--- config.mk ---
export PLATFORM = sky130hd
export DESIGN_NAME = halt_reporter
export DESIGN_NICKNAME = d
export VERILOG_FILES = /design/src/rtl/halt_reporter_pkg.sv /design/src/rtl/halt_reporter_nibble_to_ascii.sv /design/src/rtl/halt_reporter.sv
export SDC_FILE = /design/constraint.sdc
export NUM_CORES = 1
export LEC_CHECK = 0
export CORE_ASPECT_RATIO = 1.5
export CORE_MARGIN = 8
export CORE_UTILIZATION = 45
export CTS_BUF_LIST = sky130_fd_sc_hd__clkbuf_2 sky130_fd_sc_hd__clkbuf_4 sky130_fd_sc_hd__clkbuf_8
export DETAILED_ROUTE_END_ITERATION = 7
export PLACE_DENSITY = 0.67
export SETUP_SLACK_MARGIN = 0.2
export SLEW_MARGIN = 20
export SYNTH_ARGS = -nofsm -noshare
export SYNTH_HDL_FRONTEND = slang
export SYNTH_SLANG_ARGS = --single-unit
--- constraint.sdc ---
create_clock -name sysclk -period 4.4 [get_ports sysclk]
set_clock_uncertainty 0.1 [all_clocks]
set_input_delay 0.44 -clock sysclk [delete_from_list [all_inputs] [get_ports sysclk]]
set_output_delay 0.44 -clock sysclk [all_outputs]
set_load 0.01 [all_outputs]
--- src/rtl/halt_reporter_pkg.sv ---
// halt_reporter_pkg: processor-wide constants shared with the halt reporter.
// Halt opcode, expected result values, status-line glyphs and FSM states.
package halt_reporter_pkg;

  localparam logic [5:0]  HALT_OPCODE = 6'h3F;

  localparam logic [31:0] EXP_R9    = 32'd55;
  localparam logic [31:0] EXP_DM576 = 32'd987;
  localparam logic [31:0] EXP_DM900 = 32'd97;
  localparam logic [31:0] EXP_DM532 = 32'h315;

  localparam logic [7:0] CH_PLUS  = 8'h2B;
  localparam logic [7:0] CH_MINUS = 8'h2D;
  localparam logic [7:0] CH_SPACE = 8'h20;
  localparam logic [7:0] CH_COMMA = 8'h2C;
  localparam logic [7:0] CH_O     = 8'h4F;
  localparam logic [7:0] CH_K     = 8'h4B;
  localparam logic [7:0] CH_N     = 8'h4E;
  localparam logic [7:0] CH_G     = 8'h47;

  typedef enum logic [1:0] {
    ST_CLEAR,
    ST_RUN,
    ST_SEND,
    ST_DONE
  } hr_state_e;

endpackage

--- src/rtl/halt_reporter_nibble_to_ascii.sv ---
// nibble_to_ascii: 4-bit value to uppercase hex ASCII digit.
// Purely combinational.
module nibble_to_ascii (
  input  logic [3:0] nib,
  output logic [7:0] chr
);

  always_comb begin
    chr = 8'h30 + {4'h0, nib};
    if (nib > 4'd9) chr = 8'h37 + {4'h0, nib};
  end

endmodule

--- src/rtl/halt_reporter.sv ---
// halt_reporter: counts cycles to program halt, then writes a 16-char
// status line (hex count, pass flags, OK/NG) into the display buffer.
module halt_reporter
  import halt_reporter_pkg::*;
#(
  parameter logic [5:0] LINE_BASE  = 6'd0,
  parameter logic [5:0] HALT_OP    = HALT_OPCODE,
  parameter logic [7:0] CLEAR_CHAR = CH_COMMA
) (
  input  logic        sysclk,
  input  logic        cpu_reset,
  input  logic [5:0]  op_w,
  input  logic [31:0] r9,
  input  logic [31:0] dm576,
  input  logic [31:0] dm900,
  input  logic [31:0] dm532,
  input  logic        wr_ready,
  output logic        wr_en,
  output logic [5:0]  wr_addr,
  output logic [7:0]  wr_data,
  output logic        halted,
  output logic        done,
  output logic [31:0] total_count
);

  hr_state_e   state;
  logic [3:0]  idx;
  logic [31:0] count;
  logic [31:0] r9_q, dm576_q, dm900_q, dm532_q;

  logic        live;
  logic        halt_now;
  logic [31:0] cnt_inc;
  logic [31:0] tot_n;
  logic [3:0]  pass_v;
  logic        pass_all;
  logic [3:0]  sel;
  logic [1:0]  fsel;
  logic [3:0]  nib;
  logic [7:0]  hex_char;
  logic [7:0]  line_char;

  assign live     = (state == ST_CLEAR) || (state == ST_RUN);
  assign halt_now = live && !halted && (op_w == HALT_OP);
  assign cnt_inc  = (count == '1) ? count : count + 32'd1;

  // On the halt edge itself the line is built from the values being latched.
  assign tot_n = halt_now ? cnt_inc : total_count;
  assign pass_v[0] = (halt_now ? r9    : r9_q)    == EXP_R9;
  assign pass_v[1] = (halt_now ? dm576 : dm576_q) == EXP_DM576;
  assign pass_v[2] = (halt_now ? dm900 : dm900_q) == EXP_DM900;
  assign pass_v[3] = (halt_now ? dm532 : dm532_q) == EXP_DM532;
  assign pass_all  = &pass_v;

  assign sel  = (state == ST_SEND) ? idx + 4'd1 : 4'd0;
  assign fsel = sel[1:0] - 2'd1;
  assign nib  = tot_n[{~sel[2:0], 2'b00} +: 4];

  nibble_to_ascii u_hex (
    .nib (nib),
    .chr (hex_char)
  );

  always_comb begin
    line_char = CH_SPACE;
    unique case (1'b1)
      !sel[3]:                    line_char = hex_char;
      sel == 4'd8:                line_char = CH_SPACE;
      sel >= 4'd9 && sel <= 4'd12:
        line_char = pass_v[fsel] ? CH_PLUS : CH_MINUS;
      sel == 4'd13:               line_char = CH_SPACE;
      sel == 4'd14:               line_char = pass_all ? CH_O : CH_N;
      sel == 4'd15:               line_char = pass_all ? CH_K : CH_G;
    endcase
  end

  always_ff @(posedge sysclk) begin
    if (cpu_reset) begin
      state       <= ST_CLEAR;
      idx         <= 4'd0;
      count       <= 32'd0;
      halted      <= 1'b0;
      done        <= 1'b0;
      total_count <= 32'd0;
      r9_q        <= 32'd0;
      dm576_q     <= 32'd0;
      dm900_q     <= 32'd0;
      dm532_q     <= 32'd0;
      wr_en       <= 1'b0;
      wr_addr     <= LINE_BASE;
      wr_data     <= CLEAR_CHAR;
    end else begin
      if (live && !halted && op_w != HALT_OP) count <= cnt_inc;
      if (halt_now) begin
        halted      <= 1'b1;
        total_count <= cnt_inc;
        r9_q        <= r9;
        dm576_q     <= dm576;
        dm900_q     <= dm900;
        dm532_q     <= dm532;
      end
      unique case (state)
        ST_CLEAR: begin
          if (!wr_en) begin
            wr_en   <= 1'b1;
            idx     <= 4'd0;
            wr_addr <= LINE_BASE;
            wr_data <= CLEAR_CHAR;
          end else if (wr_ready) begin
            if (idx == 4'd15) begin
              idx     <= 4'd0;
              wr_addr <= LINE_BASE;
              if (halted || halt_now) begin
                state   <= ST_SEND;
                wr_data <= line_char;
              end else begin
                state <= ST_RUN;
                wr_en <= 1'b0;
              end
            end else begin
              idx     <= idx + 4'd1;
              wr_addr <= LINE_BASE + {2'b00, idx + 4'd1};
            end
          end
        end
        ST_RUN: begin
          if (halt_now) begin
            state   <= ST_SEND;
            wr_en   <= 1'b1;
            idx     <= 4'd0;
            wr_addr <= LINE_BASE;
            wr_data <= line_char;
          end
        end
        ST_SEND: begin
          if (wr_ready) begin
            if (idx == 4'd15) begin
              state <= ST_DONE;
              wr_en <= 1'b0;
              done  <= 1'b1;
            end else begin
              idx     <= idx + 4'd1;
              wr_addr <= LINE_BASE + {2'b00, idx + 4'd1};
              wr_data <= line_char;
            end
          end
        end
        ST_DONE: begin
        end
      endcase
    end
  end

endmodule

Word level (Yosys, flattened, before mapping)
Index checks and enable logic that the tools add are counted.
{"block": "op_classes", "n_addsub": 5, "n_lt_le_gt_ge": 4, "eq_ne": 24, "n_shift": 1, "mux": 52, "n_bitwise": 1, "n_reduce_logical": 17}
{"operator": "$mux 32", "n": 6}
{"operator": "$eq 32x10->1 const B", "n": 2}
{"operator": "$mux 8", "n": 8}
{"operator": "$pmux 8 s5", "n": 1}
{"operator": "$mux 4", "n": 9}
{"operator": "$add 32x1->32 const B", "n": 1}
{"operator": "$eq 32x32->1 const B", "n": 1}
{"operator": "$eq 32x6->1 const B", "n": 1}
{"operator": "$eq 32x7->1 const B", "n": 1}
{"operator": "$shiftx 32x6->4", "n": 1}
{"operator": "$mux 6", "n": 5}
{"operator": "$pmux 8 s3", "n": 1}
{"operator": "$eq 4x4->1 const B", "n": 5}
{"operator": "$pmux 6 s3", "n": 1}
{"operator": "$add 6x4->7 const A", "n": 2}
{"operator": "$mux 2", "n": 7}
{"operator": "$reduce_and 7->1", "n": 2}
{"operator": "$pmux 4 s3", "n": 1}
{"operator": "$ne 2x2->1 const B", "n": 5}
{"operator": "$mux 1", "n": 9}
{"operator": "$reduce_and 4->1", "n": 2}
{"operator": "$eq 6x6->1 const B", "n": 1}
{"operator": "$ne 3x2->1 const B", "n": 2}
{"operator": "$ne 6x6->1 const B", "n": 1}
{"operator": "other kinds (23)", "n": 29}
{"block": "word_totals", "register_bits": 215, "inputBits": 137, "out_inout_bits": 49, "wordCells": 117}

Longest topological paths before layout
{"block": "logic_depth", "depth_word": 15, "ltp_mapped": 20, "mapped_depth_nobuf": 16}

Modules after synthesis
A second synthesis with hierarchy kept.
{"block": "unflattened", "cells_unflattened": 1298, "hier_area_um2": 9980.8}
{"mod": "halt_reporter", "instances": 1, "cells_each": 1283, "area_each_um2": 9860.7, "seq_area_each_um2": 4184.0}
{"mod": "nibble_to_ascii", "instances": 1, "cells_each": 15, "area_each_um2": 120.1, "seq_area_each_um2": 0.0}

Worst setup path before layout
OpenSTA, ideal clock, no wires.
{"block": "synth_path", "path_kind": "reg-to-reg", "startpoint": "reg state[0]", "endpoint": "reg wr_data[0]", "setup_ns": 0.086, "t_arrival_ns": 3.801, "required_ns": 4.214, "slack_ns": 0.412, "path_stages_with_launch": 19, "path_buffers": 3, "period_less_slack_ns": 3.988, "path_cell_list": "dfxtp_1 inv_1 ha_1 o21bai_1 nor3_1 clkbuf_1 clkbuf_1 clkbuf_1 nand3_1 o221a_2 nand3_1 and4_1 nand3_1 ha_1 nor2_1 inv_1 a2111oi_4 xnor2_1 a221oi_2"}
{"block": "synth_between", "elab_chain_cells": 14, "elab_cells_between_ends": 51, "classes_between": "2 x add/sub; 3 x order compare; 16 x eq/ne; 1 x shift; 17 x mux; 1 x bitwise; 11 x reduce/logical"}
{"element": "from (decl)", "line_no": "halt_reporter.sv:26", "rtl": "hr_state_e state;"}
{"element": "from (signal assigned)", "line_no": "halt_reporter.sv:79", "rtl": "state <= ST_CLEAR;"}
{"element": "from (signal assigned)", "line_no": "halt_reporter.sv:114", "rtl": "state <= ST_SEND;"}
{"element": "from (signal assigned)", "line_no": "halt_reporter.sv:117", "rtl": "state <= ST_RUN;"}
{"element": "$eq 2x1->1 or $logic_not 2->1 (tied branches)", "line_no": "halt_reporter.sv:43, halt_reporter.sv:102"}
{"element": "$logic_or 1x1->1", "line_no": "halt_reporter.sv:43", "rtl": "assign live = (state == ST_CLEAR) || (state == ST_RUN);"}
{"element": "$logic_and 1x1->1 (2 in series)", "line_no": "halt_reporter.sv:44", "rtl": "assign halt_now = live && !halted && (op_w == HALT_OP);"}
{"element": "$mux 32"}
{"element": "$shiftx 32x6->4 (tied with other cells)", "line_no": "halt_reporter.sv:57", "rtl": "assign nib = tot_n[{~sel[2:0], 2'b00} +: 4];"}
{"element": "$add 6x4->7 (tied with other cells)", "line_no": "halt_reporter_nibble_to_ascii.sv:9", "rtl": "chr = 8'h30 + {4'h0, nib};"}
{"element": "$mux 8 or $mux 1 (tied branches)", "line_no": "halt_reporter_nibble_to_ascii.sv:10, halt_reporter.sv:72"}
{"element": "$pmux 8 s5", "line_no": "halt_reporter.sv:66", "rtl": "unique case (1'b1)"}
{"element": "$mux 8", "line_no": "halt_reporter.sv:113", "rtl": "if (halted || halt_now) begin"}
{"element": "$mux 8", "line_no": "halt_reporter.sv:110", "rtl": "if (idx == 4'd15) begin"}
{"element": "$mux 8", "line_no": "halt_reporter.sv:109", "rtl": "end else if (wr_ready) begin"}
{"element": "$mux 8", "line_no": "halt_reporter.sv:104", "rtl": "if (!wr_en) begin"}
{"element": "$pmux 8 s3", "line_no": "halt_reporter.sv:102", "rtl": "unique case (state)"}
{"element": "to (signal assigned)", "line_no": "halt_reporter.sv:115", "rtl": "wr_data <= line_char;"}
{"element": "to (signal assigned)", "line_no": "halt_reporter.sv:132", "rtl": "wr_data <= line_char;"}
{"element": "to (signal assigned)", "line_no": "halt_reporter.sv:144", "rtl": "wr_data <= line_char;"}
{"element": "to (decl)", "line_no": "halt_reporter.sv:20", "rtl": "output logic [7:0] wr_data,"}
Several ways; a longest one is shown, not always the timed one. The select of a mux whose other input is x is not followed.
A chain may end at the register's enable or synchronous reset.

Worst setup path after layout
{"block": "layout_path", "startpoint": "reg count[6]", "endpoint": "reg wr_data[0]"}
{"block": "layout_between", "elab_chain_cells": 12, "elab_cells_between_ends": 18, "classes_between": "3 x add/sub; 1 x order compare; 1 x eq/ne; 1 x shift; 12 x mux"}
{"element": "from (decl)", "line_no": "halt_reporter.sv:28", "rtl": "logic [31:0] count;"}
{"element": "from (signal assigned)", "line_no": "halt_reporter.sv:93", "rtl": "if (live && !halted && op_w != HALT_OP) count <= cnt_inc;"}
{"element": "$add 32x1->32 or $eq 32x32->1 (tied branches)", "line_no": "halt_reporter.sv:45", "rtl": "assign cnt_inc = (count == '1) ? count : count + 32'd1;"}
{"element": "$mux 32 *", "line_no": "halt_reporter.sv:45"}
{"element": "$mux 32 *"}
{"element": "$shiftx 32x6->4 *", "line_no": "halt_reporter.sv:57"}
{"element": "$add 6x4->7 (tied with other cells)", "line_no": "halt_reporter_nibble_to_ascii.sv:9"}
{"element": "$mux 8 *", "line_no": "halt_reporter_nibble_to_ascii.sv:10", "rtl": "if (nib > 4'd9) chr = 8'h37 + {4'h0, nib};"}
{"element": "$pmux 8 s5 *", "line_no": "halt_reporter.sv:66"}
{"element": "$mux 8", "line_no": "halt_reporter.sv:113"}
{"element": "$mux 8", "line_no": "halt_reporter.sv:110"}
{"element": "$mux 8", "line_no": "halt_reporter.sv:109"}
{"element": "$mux 8", "line_no": "halt_reporter.sv:104"}
{"element": "$pmux 8 s3 *", "line_no": "halt_reporter.sv:102"}
Mark *: on every way between the ends. The rest lies on a longest branch, timed or not. The select of a mux whose other input is x is not followed.

==> results.tsv <==
stage	metric	value	unit
outcome	status	completed	
clock_network	cts_max_level	2	
placed_design	port_buffers	182	
floorplanning	io_pins	186	
sta	rsz0062_at_grt	false	
sta	tns	0	ns
pwr	clockPowerShare	0.370	
setup_path	cp.required	4.71	ns
yosys	synth-edff-count	0	
final_layout	layout_commonest_cell	nand2_1	
global_route	grt_start_max_net_pins	125	
setup_path	path_class	reg -> reg	
global_route	grt_pass1_wl	53.6	mm
yosys	avgSynthCellArea	7.61	um^2
drt	wl_per_cell	18.7	um
final_layout	mostFrequentLayoutCells	335 x nand2_1, 205 x dfxtp_1, 181 x clkdlybuf4s50_1	
setup_path	cp_slowest_cell	or4_4	
pwr	cellPowerDensity	339	nW/um^2
pwr	ir_drop	231	uV
pwr	p_int	3180	uW
clock_network	cts_root_buf	clkbuf_8	
sta	finalCritPeriodShare	0.907	
final_layout	seq_area	4170	um^2
final_layout	nFillCells	2129	
pwr	seq_power_share	0.451	
yosys	synthesis.area	10200	um^2
global_route	antenna_found_initial	3	
setup_path	cpPeakStageDelay	0.64	ns
floorplanning	start_util	0.458	
drt	drc	0	
final_layout	multi_input_area	5660	um^2
sta	fmax	0.251	GHz
global_route	grt_usage	0.235	
min_path	hp-class	reg -> reg	
floorplanning	coreArea	22300	um^2
setup_path	crit_path_frequent_cell	nand3_1	
yosys	ys_seq_area_frac	0.408	
setup_path	cp_cell_sequence	nand3_1, or4_4, or2_4, or3_1, a32oi_1, and4_1, nand3_1, ha_1, nor2_2, inv_1, a2111oi_4, xnor2_1, a221oi_2	
pwr	power_frac_comb	0.178	
yosys	yosys_most_used_dff	dfxtp_1	
setup_path	arrival	4.30	ns
pwr	p_leak	0.00438	uW
placed_design	place_ws	0.0915	ns
drt	dr_total_vias	10400	
pwr	p_sw_frac	0.280	
pwr	p_sw	1240	uW
clock_network	clockBufferDepth	3	
clock_network	cts_tree	built	
floorplanning	fp.dieArea	27800	um^2
global_route	grt_overflow	0	
setup_path	cp_max_fo	7	
placed_design	gp_congestion	0.990	
clock_network	insertion_delay	0.52	ns
sta	tightestPinTransition	0.964	ns
floorplanning	die_x	139	um
sta	fin_crit	3.99	ns
clock_network	clock-sinks	208	
yosys	ys_ff_latch	208	
sta	slew_headroom	0.357	
clock_network	hold_buffers	0	
sta	hold_violations	0	
drt	ant_nets	0	
drt	via_per_inst	5.75	
setup_path	endpoint_kind	register	
clock_network	cts_setup_buffers	0	
drt	drt-total-wl	33.7	mm
sta	setup_violations	0	
setup_path	cp-start-kind	register	
final_layout	drive_above_1_share	0.0948	
flow_run	cap_viol_max_count	0	
global_route	grt_pass1_vias	10300	
floorplanning	num_rows	67	
final_layout	area_delta_synth_final	27.9	%
drt	drt_iter0_drc	610	
final_layout	fin_nets	1663	
sta	setup_ws	0.409	ns
floorplanning	die_height	200	um
yosys	synthCells	1340	
clock_network	cts_buffers	34	
drt	first_pass_iters	5	
clock_network	path_clk_slew	0.06	ns
yosys	synth_cell_types	78	
sta	maxSlewViolCount	0	
yosys	async_flop_share	0	
placed_design	place_hpwl	25.5	mm
yosys	synth_warnings	0	
==> state kept, by name, summed over array words and instances, names as in the netlist <==
signal,flops
count,32
dm532_q,32
dm576_q,32
dm900_q,32
r9_q,32
total_count,32
wr_data,7
wr_addr,4
state,2
done,1
halted,1
wr_en,1
==> power groups by stage <==
stage          Clock [uW]  Combinational [uW]  Sequential (uW)
3_3_place_gp            0                 771             2030
5_1_grt              1750                 858             2000
6_report             1640                 789             1990
4_1_cts              1670                 780             1990
2_1_floorplan           0                 409             2020
3_5_place_dp            0                 774             2030
==> synth_stat cells (6+ instances only) <==
master	count	area share
nor3_1	36	0.018
nor4_1	51	0.031
and2_1	10	0.0061
o21ai_0	21	0.010
or2_2	6	0.0037
buf_2	11	0.0054
and3_1	9	0.0055
a31oi_1	12	0.0074
and4b_1	6	0.0059
ha_1	12	0.015
o211ai_1	7	0.0052
nand2_1	335	0.12
or3_1	9	0.0055
nor2_1	113	0.042
a21oi_1	153	0.075
nand4_1	33	0.020
dfxtp_1	208	0.41
xor2_1	22	0.019
xnor2_1	24	0.021
nand3_1	25	0.012
nor4bb_1	8	0.0078
clkbuf_1	76	0.028
a211oi_1	13	0.0096
inv_1	14	0.0052
a311oi_1	7	0.0060
mux2i_1	10	0.0098
==> kinds of logic (layout without fill, tap and decap cells) <==
family	after synthesis	in the layout	share of synthesized area
buffers and inverters	109	296	0.0427
flip-flops	208	208	0.408
multiplexers	11	11	0.0120
adder cells (fa/ha/maj)	12	12	0.0147
AND/OR/NAND/NOR	683	683	0.317
AO/OA/AOI/OAI	270	270	0.166
XOR/XNOR	46	46	0.0395
other	1	6	0.000368
==> final cells by class <==
type                            count  share of cell area
Multi-Input combinational cell   1025               0.433
Timing Repair Buffer              230               0.167
Clock buffer                       48              0.0473
Antenna cell                        3            0.000575
Tap cell                          276              0.0265
Sequential cell                   208               0.319
Inverter                           15             0.00431
Clock inverter                      3             0.00134
==> worst paths after layout <==
check	cells after the start	from	endpoint	slack (ns)
setup reg to reg	13	count[6]	wr_data[0]	0.41
hold reg to reg	2	r9_q[5]	r9_q[5]	0.35
hold / removal	2	r9_q[5]	r9_q[5]	0.35
setup / recovery	13	count[6]	wr_data[0]	0.41
==> metrics by stage <==
| step | util | cells | power [uW] | area (um^2) | hold slack [ns] |
|---|---|---|---|---|---|
| 5_1_grt | 0.585 | 1808 | 4610 | 13100 | 0.371 |
| 2_1_floorplan | - | 1342 | 2430 | 10200 | 0.331 |
| 3_3_place_gp | 0.555 | 1754 | 2800 | 12400 | 0.340 |
| 6_report | 0.585 | 1808 | 4420 | 13100 | 0.349 |
| 4_1_cts | 0.584 | 1805 | 4440 | 13000 | 0.353 |
| 3_5_place_dp | 0.555 | 1754 | 2800 | 12400 | 0.345 |
==> critical path, delay by kind of cell (launching register included) <==
family / cells / cell delay [ns]
AO/OA/AOI/OAI: 3 / 0.86
XOR/XNOR: 1 / 0.16
adder cells (fa/ha/maj): 1 / 0.26
buffers and inverters: 1 / 0.09
flip-flops: 1 / 0.41
AND/OR/NAND/NOR: 7 / 1.99
==> layer usage <==
layer  GRT usage  wire, um
met2       0.427     17300
met5           0         0
met1       0.240     12400
met4       0.140      1810
met3      0.0569      2220
==> timing repair <==
action,CTS,global route
cloned,0,0
gates resized for setup,3,11
setup endpoints to repair,2,4
pin swaps,0,1
Power figures use the tool's default switching activity.
